$ cat src/rtl/online_div_pkg.sv
// ----------------------------------------------------------------------------
// online_div_pkg
// Shared definitions for the radix-2 online divider sequencer:
//   - signed-digit encoding constants (SD_POS / SD_NEG / SD_ZERO)
//   - sequencer state enum (IDLE / RUN / DONE)
//   - sd_decode():     maps any 2-bit digit to a legal value (2'b11 -> 0)
//   - sd_is_illegal(): flags the unused 2'b11 encoding
// ----------------------------------------------------------------------------
package online_div_pkg;

    localparam logic [1:0] SD_POS  = 2'b10;  // +1
    localparam logic [1:0] SD_NEG  = 2'b01;  // -1
    localparam logic [1:0] SD_ZERO = 2'b00;  //  0

    typedef enum logic [1:0] {
        ST_IDLE = 2'd0,
        ST_RUN  = 2'd1,
        ST_DONE = 2'd2
    } state_t;

    // The unused code 2'b11 collapses to zero so the datapath never sees it.
    function automatic logic [1:0] sd_decode(input logic [1:0] d);
        case (d)
            SD_POS:  return SD_POS;
            SD_NEG:  return SD_NEG;
            default: return SD_ZERO;
        endcase
    endfunction

    function automatic logic sd_is_illegal(input logic [1:0] d);
        return (d == 2'b11);
    endfunction

endpackage

$ cat src/rtl/sd_digit_shreg.sv
// ----------------------------------------------------------------------------
// sd_digit_shreg
// Dual plus/minus shift register holding a redundant signed-digit vector.
// New digits enter at the LSB, so the first digit shifted in ends up as the
// MSB after WIDTH shifts (most significant digit first).
// Ports:
//   clk, reset          rising-edge clock, async active-high reset
//   i_clr               synchronous clear of both vectors (wins over shift)
//   i_shift_en          shift one digit in this edge
//   i_d_plus/i_d_minus  plus/minus bit of the incoming digit
//   o_q_plus/o_q_minus  collected vectors
// ----------------------------------------------------------------------------
module sd_digit_shreg #(
    parameter int WIDTH = 64
) (
    input  logic             clk,
    input  logic             reset,
    input  logic             i_clr,
    input  logic             i_shift_en,
    input  logic             i_d_plus,
    input  logic             i_d_minus,
    output logic [WIDTH-1:0] o_q_plus,
    output logic [WIDTH-1:0] o_q_minus
);

    logic [WIDTH-1:0] r_plus;
    logic [WIDTH-1:0] r_minus;

    always_ff @(posedge clk or posedge reset) begin
        if (reset) begin
            r_plus  <= '0;
            r_minus <= '0;
        end else if (i_clr) begin
            r_plus  <= '0;
            r_minus <= '0;
        end else if (i_shift_en) begin
            r_plus  <= {r_plus[WIDTH-2:0],  i_d_plus};
            r_minus <= {r_minus[WIDTH-2:0], i_d_minus};
        end
    end

    assign o_q_plus  = r_plus;
    assign o_q_minus = r_minus;

endmodule

$ cat src/rtl/online_div_seq_ctrl.sv
// ----------------------------------------------------------------------------
// online_div_seq_ctrl
// Sequencer for the radix-2 online divider datapath. On start it streams
// operand digits from an async-read digit memory into the datapath, enables
// the residual registers, drops quotient digits during the online delay and
// then collects one quotient digit per cycle into plus/minus vectors.
//
// Parameters: UNROLLING (digits per division), ONLINE_DELAY, ADDR_WIDTH.
// Ports:
//   clk, reset               clock, async active-high reset
//   start, abort             request / cancel a division
//   x_digit_in               operand digit read at rd_addr (same cycle)
//   q_value                  quotient digit from the selection logic
//   rd_addr                  operand address (= cnt during RUN)
//   x_value                  operand digit to datapath (combinational)
//   w_clr                    residual clear (combinational, IDLE & start)
//   w_en                     residual update enable
//   busy, done               status; done is a one-cycle pulse
//   q_plus_vec, q_minus_vec  collected quotient, MSD first
//   digit_err                sticky illegal-digit flag, present only when
//                            ONLINE_DIV_DIGIT_CHK_EN is defined
// ----------------------------------------------------------------------------
module online_div_seq_ctrl
    import online_div_pkg::*;
#(
    parameter int UNROLLING    = 64,
    parameter int ONLINE_DELAY = 3,
    parameter int ADDR_WIDTH   = 7
) (
    input  logic                  clk,
    input  logic                  reset,
    input  logic                  start,
    input  logic                  abort,
    input  logic [1:0]            x_digit_in,
    input  logic [1:0]            q_value,
    output logic [ADDR_WIDTH-1:0] rd_addr,
    output logic [1:0]            x_value,
    output logic                  w_clr,
    output logic                  w_en,
    output logic                  busy,
    output logic                  done,
    output logic [UNROLLING-1:0]  q_plus_vec,
    output logic [UNROLLING-1:0]  q_minus_vec
`ifdef ONLINE_DIV_DIGIT_CHK_EN
    ,
    output logic                  digit_err
`endif
);

    // The counter shares the address width; ADDR_WIDTH is required to cover
    // the whole RUN range, so rd_addr is simply the counter.
    localparam logic [ADDR_WIDTH-1:0] CNT_LAST  = ADDR_WIDTH'(UNROLLING + ONLINE_DELAY - 1);
    localparam logic [ADDR_WIDTH-1:0] CNT_OPND  = ADDR_WIDTH'(UNROLLING);
    localparam logic [ADDR_WIDTH-1:0] CNT_DELAY = ADDR_WIDTH'(ONLINE_DELAY);

    state_t                r_state;
    state_t                w_state_nxt;
    logic [ADDR_WIDTH-1:0] r_cnt;

    logic w_start_acc;   // start accepted in IDLE this cycle
    logic w_q_shift;     // collect q_value at this edge
    logic w_in_opnd;     // cnt still inside the operand length
    logic w_in_quot;     // cnt past the online delay
    logic [1:0] w_q_dec;

    assign w_in_opnd = (r_cnt < CNT_OPND);
    assign w_in_quot = (r_cnt >= CNT_DELAY);
    assign w_q_dec   = sd_decode(q_value);

    // ------------------------------------------------------------------
    // State register and counter
    // ------------------------------------------------------------------
    always_ff @(posedge clk or posedge reset) begin
        if (reset) begin
            r_state <= ST_IDLE;
            r_cnt   <= '0;
        end else begin
            r_state <= w_state_nxt;
            // Counter only advances while staying in RUN; any other path
            // (entry from IDLE, abort, finish) leaves it at 0.
            if (r_state == ST_RUN && w_state_nxt == ST_RUN)
                r_cnt <= r_cnt + 1'b1;
            else
                r_cnt <= '0;
        end
    end

    // ------------------------------------------------------------------
    // Next state and decoded outputs
    // ------------------------------------------------------------------
    always_comb begin
        w_state_nxt = r_state;
        w_start_acc = 1'b0;
        w_q_shift   = 1'b0;
        w_clr       = 1'b0;
        w_en        = 1'b0;
        busy        = 1'b0;
        done        = 1'b0;
        rd_addr     = '0;
        x_value     = SD_ZERO;

        case (r_state)
            ST_IDLE: begin
                if (start) begin
                    w_clr       = 1'b1;
                    w_start_acc = 1'b1;
                    w_state_nxt = ST_RUN;
                end
            end

            ST_RUN: begin
                busy    = 1'b1;
                w_en    = 1'b1;
                rd_addr = r_cnt;
                // Past the operand length the datapath is fed zero digits.
                if (w_in_opnd)
                    x_value = sd_decode(x_digit_in);
                // Abort takes priority over both collection and completion,
                // so the vectors keep only the digits gathered before it.
                if (abort) begin
                    w_state_nxt = ST_IDLE;
                end else begin
                    w_q_shift = w_in_quot;
                    if (r_cnt == CNT_LAST)
                        w_state_nxt = ST_DONE;
                end
            end

            ST_DONE: begin
                done        = 1'b1;
                w_state_nxt = ST_IDLE;
            end

            default: w_state_nxt = ST_IDLE;
        endcase
    end

    // ------------------------------------------------------------------
    // Quotient collection
    // ------------------------------------------------------------------
    sd_digit_shreg #(
        .WIDTH (UNROLLING)
    ) u_q_shreg (
        .clk        (clk),
        .reset      (reset),
        .i_clr      (w_start_acc),
        .i_shift_en (w_q_shift),
        .i_d_plus   (w_q_dec[1]),
        .i_d_minus  (w_q_dec[0]),
        .o_q_plus   (q_plus_vec),
        .o_q_minus  (q_minus_vec)
    );

`ifdef ONLINE_DIV_DIGIT_CHK_EN
    // ------------------------------------------------------------------
    // Sticky illegal-digit detector; only digits that would actually be
    // consumed (operand in range, quotient past the delay) are checked.
    // ------------------------------------------------------------------
    logic r_digit_err;
    logic w_digit_bad;

    assign w_digit_bad = (r_state == ST_RUN) &&
                         ((w_in_opnd && sd_is_illegal(x_digit_in)) ||
                          (w_in_quot && sd_is_illegal(q_value)));

    always_ff @(posedge clk or posedge reset) begin
        if (reset)
            r_digit_err <= 1'b0;
        else if (w_start_acc)
            r_digit_err <= 1'b0;
        else if (w_digit_bad)
            r_digit_err <= 1'b1;
    end

    assign digit_err = r_digit_err;
`endif

endmodule

$ cat config.mk
export PLATFORM = sky130hd
export DESIGN_NAME = online_div_seq_ctrl
export DESIGN_NICKNAME = d
export VERILOG_FILES = /design/src/rtl/online_div_pkg.sv /design/src/rtl/sd_digit_shreg.sv /design/src/rtl/online_div_seq_ctrl.sv
export SDC_FILE = /design/constraint.sdc
export NUM_CORES = 1
export LEC_CHECK = 0
export CAP_MARGIN = 25
export CORE_ASPECT_RATIO = 0.8
export CORE_MARGIN = 2
export CORE_UTILIZATION = 49
export CTS_CLUSTER_SIZE = 8
export DETAILED_ROUTE_END_ITERATION = 8
export PLACE_DENSITY = 0.8
export SYNTH_ARGS = -nofsm -noshare
export SYNTH_HDL_FRONTEND = slang
export SYNTH_SLANG_ARGS = --single-unit
$ cat constraint.sdc
create_clock -name clk -period 6.3 [get_ports clk]
set_input_delay 1.26 -clock clk [delete_from_list [all_inputs] [get_ports clk]]
set_output_delay 1.26 -clock clk [all_outputs]
set_load 0.05 [all_outputs]
* Word-level counts from Yosys, hierarchy flattened
Index checks and enable logic that the tools add are counted.
** Word-level totals
- Register bits after elaboration :: 137
- Word-level logic and storage cells :: 38
** Cells by class
- $add $sub $neg :: 1
- Order comparisons :: 2
- Eq/ne operators :: 8
- Multiplexer cells :: 20
- Reductions and logical operators :: 3
** Operator list (number)
- two-way mux 64 bit :: 4
- two-way mux 7 bit :: 2
- one-hot mux 2 bit (2 select lines) :: 3
- two-way mux 2 bit :: 5
- equality test 2 x 1 -> 1 bit (second input constant) :: 4
- adder 7 x 1 -> 7 bit (second input constant) :: 1
- equality test 7 bit (second input constant) :: 1
- >= comparator 7 x 2 -> 1 bit (second input constant) :: 1
- less-than comparator 7 bit (second input constant) :: 1
- equality test 2 bit (second input constant) :: 3
- two-way mux 1 bit :: 6
- logical NOT 2 bit :: 1
- nonzero test 2 bit :: 1
- logical AND 1 bit :: 1

* Logic depth before layout (Yosys ltp)
Gate-level depths: netlist (run 1).
- Word-level depth :: 7
- Gate-level depth with buffers :: 6
- Mapped depth without buffers :: 4

* Hierarchy
From an unflattened synthesis (run 1), not the netlist that was laid out.
** Unflattened totals
- Cells, all modules :: 471
- Area total of the unflattened synthesis :: 5839.4 um^2
** By module, submodules not included
- sd_digit_shreg :: times used 1, cells each 413, area each 5296.3 um^2
- online_div_seq_ctrl :: times used 1, cells each 58, area each 543.0 um^2

* Worst setup path before layout (run 1)
Ideal clock, no wire load.
- Path kind :: in2out
- Start :: input port x_digit_in[1]
- End :: output port x_value[0]
- Arrival time :: 2917 ps
- Path slack :: 2123 ps
- Cell stages on the path :: 1
- Path buffers :: 0
- Path through :: nor4b_1
** On the way
- Word-level cells in the longest chain between the ends :: 4
- Elaborated cells on any way between the ends :: 5
** RTL lines
- from (decl) :: RTL line online_div_seq_ctrl.sv:34 : input logic [1:0] x_digit_in,
- equality test 2 x 1 -> 1 bit or equality test 2 bit (tied branches) :: RTL line online_div_pkg.sv:23 : case (d)
- one-hot mux 2 bit (2 select lines) (*) :: RTL line online_div_pkg.sv:23
- two-way mux 2 bit (*) :: RTL line online_div_seq_ctrl.sv:116 : if (w_in_opnd)
- two-way mux 2 bit (*) :: RTL line online_div_seq_ctrl.sv:102 : case (r_state)
- to (decl) :: RTL line online_div_seq_ctrl.sv:37 : output logic [1:0] x_value,
Every way passes the cells marked *; elsewhere a longest branch is shown, timed or not.

* Worst setup path after layout (run 1)
- Start :: input port start
- End :: output port w_clr
** On the way
- Word-level cells in the longest chain between the ends :: 2
** RTL lines
- from (decl) :: RTL line online_div_seq_ctrl.sv:32 : input logic start,
- two-way mux 1 bit :: RTL line online_div_seq_ctrl.sv:104 : if (start) begin
- two-way mux 1 bit :: RTL line online_div_seq_ctrl.sv:102
- to (decl) :: RTL line online_div_seq_ctrl.sv:38 : output logic w_clr,
No other way between the ends.

==> results by group, run 1 <==
Detailed routing
  • Drt total wl: 12200 um
  • Drt pass-1 iters: 5
  • Post-route DRC: 0
  • Antenna-violating nets left: 0
  • Via density: 4.97
  • Wirelength per Cell: 15.2 um
  • Starting DRT DRC Count: 210
  • Via count: 3988

Timing
  • Final Critical Period: 4760 ps
  • Setup violations, final: 0
  • Unrepaired setup endpoints after global routing: no
  • Final Hold Fails: 0
  • Max Fclk: 210 MHz
  • Setup TNS: 0 ps
  • Setup Skew: 9.18 ps
  • Period utilization: 75.5%
  • PnR worst setup slack: 1540 ps
  • Worst slew pin tran: 1010 ps
  • Count of pins over their slew limit: 0
  • WHS: 512 ps
  • Worst slew margin: 33.0%

Placement
  • Post-DP Area: 7370 um2
  • # port buffers: 148
  • Gp weighted congestion: 0.750
  • Pre-CTS setup slack: 1530 ps
  • Hpwl dp: 7670 um

GRT
  • Grt ovf: 0
  • GRT Util Overall: 20.0%
  • Largest net degree at the start of global routing: 129
  • First-pass GRT wire length: 20100 um
  • Vias in the first global route: 3974
  • Initial antenna violation count: 0

Floorplan
  • Initial core utilization: 50.5%
  • Core footprint: 11600 um2
  • Top Ports: 149
  • Die X: 126 um
  • Die height: 102 um
  • Core Rows: 35
  • Die Area: 12800 um2

Layout
  • Ant diodes: 0
  • Design area: 8020 um2
  • P&R area growth vs syn: 37.3%
  • Fraction of layout cells with a size suffix above 1: 9.62%
  • Final nets: 652
  • FILL cells: 871
  • Final Util: 69.3%

Pwr
  • Share of power burned in registers: 42.9%
  • Leak Pwr: 0.00414 uW
  • Worst vdd ir: 172 uV
  • Comb pwr share: 4.4%
  • Pwr/cell area: 257 nW/um2
  • Switching Share: 22.0%
  • Internal power: 1610 uW
  • Switch Pwr: 454 uW
  • Clk pwr share: 52.7%

Status
  • Status: finished clean

Logic synthesis
  • Synthesized area: 5840 um2
  • Adder-cell share of the synthesized area: 0.429%
  • Post-synth top area share: 58.7%
  • Simple-gate portion of the synthesized area: 11.2%
  • Syn_nets: 511
  • Compound-cell area share of the yosys netlist: 0.686%
  • Cell type with the largest total area after synthesis: dfrtp_1
  • Main combinational cell family by area after synthesis: multiplexers
  • Synth Area per Inst: 11.7 um2
  • Synth unique cells: 29
  • Sequential element share of the synthesized area: 58.7%
  • #FFs+latches synth: 137
  • Post-Synth XOR/XNOR Area: 0.450%
  • Synth Warn #: 0
  • Dominant cells by area after synthesis: dfrtp_1 (59%), mux2i_1 (17%), nand2_1 (6.4%), mux2_2 (3.5%), nor2_1 (2.4%)
  • Mux cell area share after synthesis: 23.0%
  • Cells after Synth: 501

Setup path
  • CP arrival: 3500 ps
  • Critical path fanouts, max: 32
  • CP Launch Type: primary input
  • CP Class: in -> out
  • CP required: 5040 ps
  • Worst Setup End Kind: output pin

Clock network
  • Cells resized by post-CTS repair: 0
  • Post-CTS setup buffer count: 0
  • CTS Sinks: 137
  • Num CTS Buffers: 17
  • Number of H-tree levels: 4
  • CTS max path bufs: 2
  • Hold buffers post-CTS: 0
  • Root Driver: clkbuf_16
  • CTS tree: yes
  • Clk slew on worst S/H paths: 60 ps
  • Worst skew pair latency: 400 ps

Run
  • Max-cap violations: 0

Min path
  • Min-Delay Path Class: reg -> reg
==> synth_stat cells, drive strengths merged <==
| cell type | n |
|---|---|
| a21oi | 2 |
| a311o | 2 |
| and2 | 6 |
| buf | 20 |
| clkbuf | 9 |
| dfrtp | 137 |
| ha | 2 |
| inv | 37 |
| mux2 | 31 |
| mux2i | 97 |
| nand2 | 100 |
| nand2b | 3 |
| nand3 | 4 |
| nor2 | 38 |
| nor2b | 1 |
| nor3 | 1 |
| nor4 | 1 |
| nor4b | 2 |
| o21ai | 2 |
| or3 | 2 |
| or3b | 1 |
| xnor2 | 1 |
| xor2 | 2 |
==> final cells by class <==
type / count / area [um2] / share of cell area [%]
multi-input combinational: 298 / 2090 / 26.1
timing repair buffer: 151 / 1520 / 18.9
tap: 148 / 185 / 2.31
clock buffer: 18 / 429 / 5.35
sequential: 137 / 3430 / 42.8
clock inverter: 14 / 219 / 2.73
inverter: 37 / 144 / 1.79
==> layer usage <==
layer  global-route usage [%]  vias up  routed length [um]
met5                        0        -                   0
met4                     7.02        0                  61
met3                     6.50        4                 780
met2                     31.3      102                5730
met1                     26.5     1966                5640
li1                         -     1916                   -
==> critical path, stage by stage <==
cell and delay [ps]:
clkdlybuf4s50_1 460, or3b_4 380, inv_2 470, clkdlybuf4s50_1 920
==> final timing paths <==
check / slack [ps] / endpoint / startpoint / cells past startpoint
setup / recovery: 1540 / w_clr / start / 4
hold reg to reg: 510 / u_q_shreg.o_q_minus[24]$_DFFE_PP0P_ / u_q_shreg.o_q_minus[23]$_DFFE_PP0P_ / 1
setup reg to reg: 3900 / u_q_shreg.o_q_minus[34]$_DFFE_PP0P_ / r_cnt[5]$_DFF_PP0_ / 4
hold / removal: 510 / u_q_shreg.o_q_minus[24]$_DFFE_PP0P_ / u_q_shreg.o_q_minus[23]$_DFFE_PP0P_ / 1
min in group asynchronous: 1350 / u_q_shreg.o_q_plus[13]$_DFFE_PP0P_ / reset / 2
max in group asynchronous: 3720 / r_cnt[1]$_DFF_PP0_ / reset / 3
==> kinds of logic after synthesis <==
kind of cell    after synthesis
compound gates                6
xor+xnor                      3
fa+ha+maj                     2
buf+inv                      66
flops                       137
mux                         128
simple gates                159
==> registers in the layout, indices dropped and copies added (netlist names) <==
name,flops
u_q_shreg.o_q_minus,64
u_q_shreg.o_q_plus,64
r_cnt,7
r_state,2
==> stage by stage <==
| stage | power, uW | cells |
|---|---|---|
| after global placement | 992 | 771 |
| after detailed placement | 993 | 771 |
| after global routing | 2130 | 803 |
| after CTS | 2080 | 803 |
| after floorplan | 967 | 501 |
| final | 2060 | 803 |
==> placed cells by master (no fill, tap or decap), drive strengths merged <==
cell,netlist,routed
a311o,2,2
clkinvlp,0,2
inv,37,40
and2,6,6
mux2,31,31
nand2b,3,3
clkbuf,9,18
mux2i,97,97
nor3,1,1
clkinv,0,4
ha,2,2
nand3,4,4
a21oi,2,2
buf,20,3
bufinv,0,5
nor4b,2,2
dfrtp,137,137
xor2,2,2
or3b,1,1
nor2,38,38
nor4,1,1
nand2,100,100
o21ai,2,2
or3,2,2
clkdlybuf4s50,0,148
xnor2,1,1
nor2b,1,1
==> power by group through the flow <==
| stage | Combinational, uW | Clock (uW) | Sequential (uW) |
|---|---|---|---|
| after floorplan | 66.5 | 0 | 900 |
| after global placement | 91.8 | 0 | 900 |
| after detailed placement | 92.8 | 0 | 900 |
| after CTS | 93.1 | 1110 | 884 |
| after global routing | 99.6 | 1150 | 884 |
| final | 91.4 | 1090 | 884 |
Power figures use the tool's default switching activity.
==> run 2: changes to the inputs <==
==> constraint.sdc (replaced) <==
create_clock -name clk -period 4.7 [get_ports clk]
set_input_delay 0.94 -clock clk [delete_from_list [all_inputs] [get_ports clk]]
set_output_delay 0.94 -clock clk [all_outputs]
set_load 0.05 [all_outputs]
==> results by group, run 2 (same netlist as run 1, synthesis figures left out) <==
Status
  • Status: finished clean

Floorplan
  • Top Ports: 149
  • Core Rows: 35
  • Die height: 102 um
  • Core footprint: 11600 um2
  • Initial core utilization: 50.5%
  • Die X: 126 um
  • Die Area: 12800 um2

Detailed routing
  • Drt pass-1 iters: 4
  • Starting DRT DRC Count: 222
  • Via count: 4069
  • Post-route DRC: 0
  • Antenna-violating nets left: 0
  • Via density: 5.04
  • Drt total wl: 12400 um
  • Wirelength per Cell: 15.4 um

Clock network
  • Num CTS Buffers: 17
  • Clk slew on worst S/H paths: 60 ps
  • Root Driver: clkbuf_16
  • Cells resized by post-CTS repair: 0
  • CTS max path bufs: 2
  • CTS tree: yes
  • Post-CTS setup buffer count: 0
  • Number of H-tree levels: 4
  • Hold buffers post-CTS: 0
  • CTS Sinks: 137
  • Worst skew pair latency: 410 ps

Setup path
  • CP Launch Type: primary input
  • CP required: 3760 ps
  • CP Class: in -> out
  • R2R Setup Slk: 2590 ps
  • CP arrival: 2510 ps
  • Worst Setup End Kind: output pin
  • Crit path largest cell delay: 860 ps
  • Critical Path Sink: x_value[1]
  • CP delay by family, top: buffers and inverters
  • Worst path bufs/invs: 2
  • Critical path fanouts, max: 2
  • CP max-delay cell: clkdlybuf4s50_1
  • RR Startpoint: r_cnt[5]$_DFF_PP0_
  • Crit-path cells: clkdlybuf4s50_1 -> nor4b_1 -> clkdlybuf4s50_1
  • RR Endpoint: u_q_shreg.o_q_minus[62]$_DFFE_PP0P_
  • R2R depth: 4
  • Levels on crit path: 3
  • CP most frequent cell: clkdlybuf4s50_1
  • Worst Setup SP: x_digit_in[0]

Placement
  • # port buffers: 148
  • Gp weighted congestion: 0.753
  • Hpwl dp: 8070 um
  • Dpl cells: 776

GRT
  • Initial antenna violation count: 0
  • Vias in the first global route: 4118
  • Grt ovf: 0
  • Largest net degree at the start of global routing: 99
  • First-pass GRT wire length: 20600 um
  • GRT Util Overall: 20.3%

Pwr
  • Switch Pwr: 596 uW
  • Switching Share: 21.7%
  • Worst vdd ir: 201 uV
  • Pwr/cell area: 341 nW/um2
  • Comb pwr share: 4.6%
  • Internal power: 2150 uW
  • Clk pwr share: 52.2%
  • Leak Pwr: 0.00416 uW
  • Share of power burned in registers: 43.2%

Layout
  • Finished Layout Cells: 807
  • Ant diodes: 0
  • P&R area growth vs syn: 37.8%
  • Final nets: 657
  • Final Util: 69.6%
  • Most frequent cells in the layout: clkdlybuf4s50_1 (147), dfrtp_1 (137), nand2_1 (100)
  • Most common cell after layout, fill and taps aside: clkdlybuf4s50_1
  • Fraction of layout cells with a size suffix above 1: 10.3%

Timing
  • Final Critical Period: 3450 ps
  • Setup Skew: 9.13 ps
  • Setup TNS: 0 ps
  • Unrepaired setup endpoints after global routing: no
  • Count of pins over their slew limit: 0
  • Period utilization: 73.5%
  • Worst slew margin: 31.8%
  • Max Fclk: 290 MHz
  • Setup violations, final: 0
  • Final Hold Fails: 0
  • Worst slew pin tran: 1020 ps

Run
  • Max-cap violations: 0

Min path
  • Min-Delay Path Class: reg -> reg
[run 2: layout make-up]
cell class | count | area [um2]
Clock buffer | 18 | 429
Inverter | 37 | 144
Tap cell | 148 | 185
Clock inverter | 13 | 203
Sequential cell | 137 | 3430
Fill cell | 838 | 3510
Timing Repair Buffer | 156 | 1560
Multi-Input combinational cell | 298 | 2090
[run 2: metal layers]
layer | GRT usage (%) | share of wire [%]
met1 | 28.0 | 47
met2 | 31.8 | 47
met3 | 5.60 | 5.2
met4 | 6.00 | 0.96
met5 | 0 | 0
[run 2: stage by stage]
| stage | power, uW | worst slack (ps) | instance area (um2) | hold WS (ps) |
|---|---|---|---|---|
| floorplan | 1300 | 92.2 | 5840 | 475 |
| global placement | 1330 | 1270 | 7420 | 492 |
| detailed placement | 1340 | 1260 | 7420 | 503 |
| CTS | 2770 | 1240 | 8050 | 513 |
| global route | 2830 | 1150 | 8050 | 545 |
| finish | 2740 | 1250 | 8050 | 508 |
[run 2: how the worst min path moves through the flow]
stage                                           to  depth (start not counted)                                 from
2_1_floorplan                   r_cnt[0]$_DFF_PP0_                          1                   r_cnt[0]$_DFF_PP0_
3_3_place_gp   u_q_shreg.o_q_minus[26]$_DFFE_PP0P_                          1  u_q_shreg.o_q_minus[25]$_DFFE_PP0P_
3_5_place_dp   u_q_shreg.o_q_minus[22]$_DFFE_PP0P_                          1  u_q_shreg.o_q_minus[21]$_DFFE_PP0P_
4_1_cts                         r_cnt[0]$_DFF_PP0_                          1                   r_cnt[0]$_DFF_PP0_
5_1_grt        u_q_shreg.o_q_minus[50]$_DFFE_PP0P_                          1  u_q_shreg.o_q_minus[49]$_DFFE_PP0P_
6_report                        r_cnt[0]$_DFF_PP0_                          1                   r_cnt[0]$_DFF_PP0_
[run 2: power groups by stage]
stage,clock [uW],sequential (uW),combinational (uW)
detailed placement,0,1210,130
floorplan,0,1210,89.1
global placement,0,1210,128
global route,1500,1190,139
CTS,1450,1190,131
finish,1430,1190,127
